## src/rtl/mul_arb_seq.sv

```systemverilog
// mul_arb_seq: two-requester round-robin front end sharing one iterative 8x8 shift-add multiplier.
// Define MUL_SKIP_ZERO_EN to end the run once no set multiplier bits remain above the current bit.
module mul_arb_seq (
    input  logic        clk,
    input  logic        rst_n,
    input  logic        req0,
    input  logic [7:0]  a0,
    input  logic [7:0]  b0,
    input  logic        req1,
    input  logic [7:0]  a1,
    input  logic [7:0]  b1,
    output logic        gnt0,
    output logic        gnt1,
    output logic        busy,
    output logic        done,
    output logic        done_id,
    output logic [15:0] p
);
    typedef enum logic [1:0] {IDLE, RUN, DONE} state_t;
    state_t state, state_nx;
    logic [7:0] a, b;
    logic [15:0] acc, sum;
    logic [2:0] cnt;
    logic last, win, id, last_step;
    always_comb begin
        win = (req0 && req1) ? !last : req1;
        sum = acc + (b[cnt] ? ({8'b0, a} << cnt) : 16'd0);
`ifdef MUL_SKIP_ZERO_EN
        last_step = (b >> cnt) <= 8'd1;
`else
        last_step = cnt == 3'd7;
`endif
        state_nx = state;
        case (state)
            IDLE:    state_nx = (req0 || req1) ? RUN : IDLE;
            RUN:     state_nx = last_step ? DONE : RUN;
            default: state_nx = IDLE;
        endcase
    end
    always_ff @(posedge clk)
        state <= !rst_n ? IDLE : state_nx;
    always_ff @(posedge clk) begin
        if (!rst_n) begin
            gnt0    <= 1'b0;
            gnt1    <= 1'b0;
            busy    <= 1'b0;
            done    <= 1'b0;
            done_id <= 1'b0;
            p       <= 16'd0;
            acc     <= 16'd0;
            cnt     <= 3'd0;
            last    <= 1'b1;
            id      <= 1'b0;
            a       <= 8'd0;
            b       <= 8'd0;
        end else begin
            gnt0 <= 1'b0;
            gnt1 <= 1'b0;
            done <= 1'b0;
            if (state == IDLE && (req0 || req1)) begin
                gnt0 <= !win;
                gnt1 <= win;
                id   <= win;
                last <= win;
                a    <= win ? a1 : a0;
                b    <= win ? b1 : b0;
                acc  <= 16'd0;
                cnt  <= 3'd0;
                busy <= 1'b1;
            end else if (state == RUN) begin
                acc <= sum;
                cnt <= cnt + 3'd1;
                if (last_step) begin
                    done    <= 1'b1;
                    p       <= sum;
                    done_id <= id;
                end
            end else if (state == DONE) begin
                busy <= 1'b0;
            end
        end
    end
endmodule

```

## config.mk

```make
export PLATFORM = sky130hd
export DESIGN_NAME = mul_arb_seq
export DESIGN_NICKNAME = d
export VERILOG_FILES = /design/src/rtl/mul_arb_seq.sv
export SDC_FILE = /design/constraint.sdc
export NUM_CORES = 1
export LEC_CHECK = 0
export CORE_UTILIZATION = 40
export CTS_CLUSTER_SIZE = 12
export DETAILED_ROUTE_END_ITERATION = 10
export PLACE_DENSITY = 0.74
export SLEW_MARGIN = 20
export SYNTH_ARGS = -nofsm -noshare
export SYNTH_HDL_FRONTEND = slang
export SYNTH_SLANG_ARGS = --single-unit
```

## constraint.sdc

```tcl
create_clock -name clk -period 3.65 [get_ports clk]
set_input_delay 0.73 -clock clk [delete_from_list [all_inputs] [get_ports clk]]
set_output_delay 0.73 -clock clk [all_outputs]
set_load 0.05 [all_outputs]
```

==> reports/metrics.cfg <==
[outcome]
status=finished, final reports clean

[sta]
finalSetupViolCount=0
clock_skew_ns=0.007758
max-slew-margin-rel_pct=32.15
worstMarginPinSlew_ns=1.018
rsz0062_at_grt=false
min_period_ns=3.223
fmax_ghz=0.3102
timing.final.crit_share_pct=88.31
finalHoldViolations=0
slew_viol_final=0
setup_tns_ns=0

[power_and_ir_drop]
p_int_uw=1219
p_clk_share_pct=44.7
power_switching_uw=385.8
leakagePower_uw=0.001770
swShare_pct=24.04
powerDensity_nw_per_um2=385.1
seq_power_share_pct=43.5
p_comb_share_pct=11.7
peakVddDrop_mv=0.1740

[drt]
drt-wirelength-per-cell_um=13.67
drtIter0Drc=185
postRouteAntennaNets=0
drc=0
viasPerCell=5.374
first_pass_iters=6
wirelength_um=7671
vias=3015

[global_route]
grt_pass1_wl_um=12720
grt_remaining_overflow=0
grt_antenna_before_repair=0
grt_pass1_vias=2750
grt_usage_pct=18.45
grt_max_degree=29

[worst_hold_path]
hp-class=reg -> reg

[layout]
finalInstanceArea_sq_um=4167
drive_gt1_share_pct=7.407
fin_nets=508
diodes=0
nFillCells=730
syn_to_final_growth_pct=25.47

[clocking]
cts_tree=yes
cts_made_buffers=9
cts.sinks=60
clk-insertion-delay-late_ns=0.34
cts_resized=0
clk_pin_slew_ns=0.07
holdBufCountCts=0
h-tree-depth=3
clockBufferDepth=2
cts_root_buffer=clkbuf_8
cts_setup_buffers=0

[setup_path]
crit_type=reg -> reg
cp_slowest_cell=mux4_2
critical_path_required_ns=3.88
start_kind=flop
critical-path-top-delay-family=compound AO/OA/AOI/OAI gates
crit_arrival_ns=3.45
cp-end-kind=flop
worst-path-max-fanout=7
cpPeakStageDelay_ns=0.52
path_cells=mux4_2 > nand2_1 > and2_1 > nor2_1 > ha_1 > and3_1 > a221oi_2 > o21ai_1 > a21o_1 > a211o_1
crit_buf_inv=0

[placed_design]
dpl_cell_area_sq_um=3928
gp_congestion=0.8690
port_buffers=56
hpwl_um=5728

[synthesis]
synthTopCellsByArea=dfxtp_1 (36%), nand2_1 (7.2%), ha_1 (6.4%)
synth_cell_type_count=56
yosys.area.top_type=dfxtp_1
syn_area_sq_um=3321
synth_ff_type=dfxtp_1
ys_seq_area_share_pct=36.17
synth_warnings=0
synth_edf_count=0
synth_top_area_share_pct=36.17
synth_cells=405
syn_area_per_cell_sq_um=8.199
ys_ff_latch=60
postSynthNetCount=459
synthArstFlopShare_pct=0

[die]
core_sq_um=7888
die_area_sq_um=8670
pin_count=57
die_y_um=93.12
die_w_um=93.12
start_util_pct=42.10
rows=32

[job]
cap_violations=0

[routing by layer]
layer / share of wire, % / vias to the layer above / track usage, % / routed length (um)
met2: 49 / 59 / 31.25 / 3734
met5: 0 / - / 0 / 0
li1: - / 1546 / - / -
met3: 3.9 / 9 / 4.472 / 302
met4: 0.96 / 0 / 4.615 / 74
met1: 46 / 1401 / 23.47 / 3558
[tightest hold or removal path, cell delays in order (launching register included)]
cell,delay [ns]
dfxtp_1,0.32
inv_1,0.05
a21oi_1,0.05
[synth_stat cells (2+ instances only)]
cell type and number:
a211oi_1 5, and2_1 3, buf_1 4, clkbuf_1 7, a222oi_1 16, buf_2 9
nor2_1 35, inv_1 25, xor2_1 3, o221ai_1 2, a31oi_1 3, o211a_1 2
mux4_2 2, nand3_1 12, o21a_1 3, and3_1 7, dfxtp_1 60, nand2_1 64
mux2i_1 6, nand2b_1 3, a21oi_1 35, mux2_2 3, a21o_1 9, xnor2_1 6
o21bai_1 3, a21boi_0 9, ha_1 17, nor3_1 6, o21ai_0 14, o21ai_1 6
[cells in the final DEF (no fill, tap or decap), types with 2 or more instances in the layout]
cell type	synthesis	layout
a211oi_1	5	5
a21boi_0	9	9
a21o_1	9	9
a21oi_1	35	35
a222oi_1	16	16
a31oi_1	3	3
and2_1	3	3
and3_1	7	7
buf_4	1	5
bufinv_16	0	3
clkbuf_8	1	9
clkdlybuf4s50_1	0	56
clkinv_2	0	2
clkinvlp_4	0	2
dfxtp_1	60	60
ha_1	17	17
inv_1	25	25
mux2_2	3	3
mux2i_1	6	6
mux4_2	2	2
nand2_1	64	64
nand2b_1	3	3
nand3_1	12	12
nor2_1	35	35
nor3_1	6	6
o211a_1	2	2
o21a_1	3	3
o21ai_0	14	14
o21ai_1	6	6
o21bai_1	3	3
o221ai_1	2	2
xnor2_1	6	6
xor2_1	3	3
[kinds of logic after synthesis]
| logic type | synth area share, % |
|---|---|
| simple gates | 19.26 |
| xor+xnor | 2.374 |
| flops | 36.17 |
| buf+inv | 6.518 |
| mux | 4.182 |
| compound gates | 24.49 |
| fa+ha+maj | 7.008 |
[final timing paths]
kind                            startpoint  endpoint  slack, ns  cells after the start
worst max-delay path                cnt[0]     p[14]       0.43                     10
worst max register to register      cnt[0]     p[14]       0.43                     10
worst min register to register        busy      busy       0.46                      2
worst min-delay path                  busy      busy       0.46                      2
[registers in the layout (all words and copies together) (netlist names)]
name     cells
acc         16
p           16
a            8
b            8
cnt          3
state        2
busy         1
done         1
done_id      1
gnt0         1
gnt1         1
id           1
last         1
[through the flow]
stage,total power [uW],hold slack [ns],instances,utilization [%],setup WS [ns]
finish,1605,0.4592,561,52.82,0.4266
CTS,1618,0.4615,561,52.82,0.4050
detailed placement,900.9,0.4425,545,49.79,0.4327
floorplan,829.4,0.4262,405,-,0.6131
global route,1680,0.4847,561,52.82,0.1532
global placement,898.4,0.4420,545,49.79,0.4988
[layout make-up]
| type | count | area (sq um) | area share, % |
|---|---|---|---|
| tap | 102 | 127.6 | 3.063 |
| clock inverter | 7 | 115.1 | 2.763 |
| timing repair buffer | 61 | 598.1 | 14.35 |
| sequential | 60 | 1201 | 28.83 |
| clock buffer | 9 | 123.9 | 2.973 |
| inverter | 26 | 97.59 | 2.342 |
| multi-input combinational | 296 | 1903 | 45.68 |
[power groups by stage]
stage               clock (uW)  combinational [uW]  sequential [uW]
finish                     717                 189              699
global route               768                 210              702
CTS                        731                 188              698
detailed placement           0                 188              713
global placement             0                 185              713
floorplan                    0                 116              714
No activity file was read; power rests on OpenSTA's default activity.
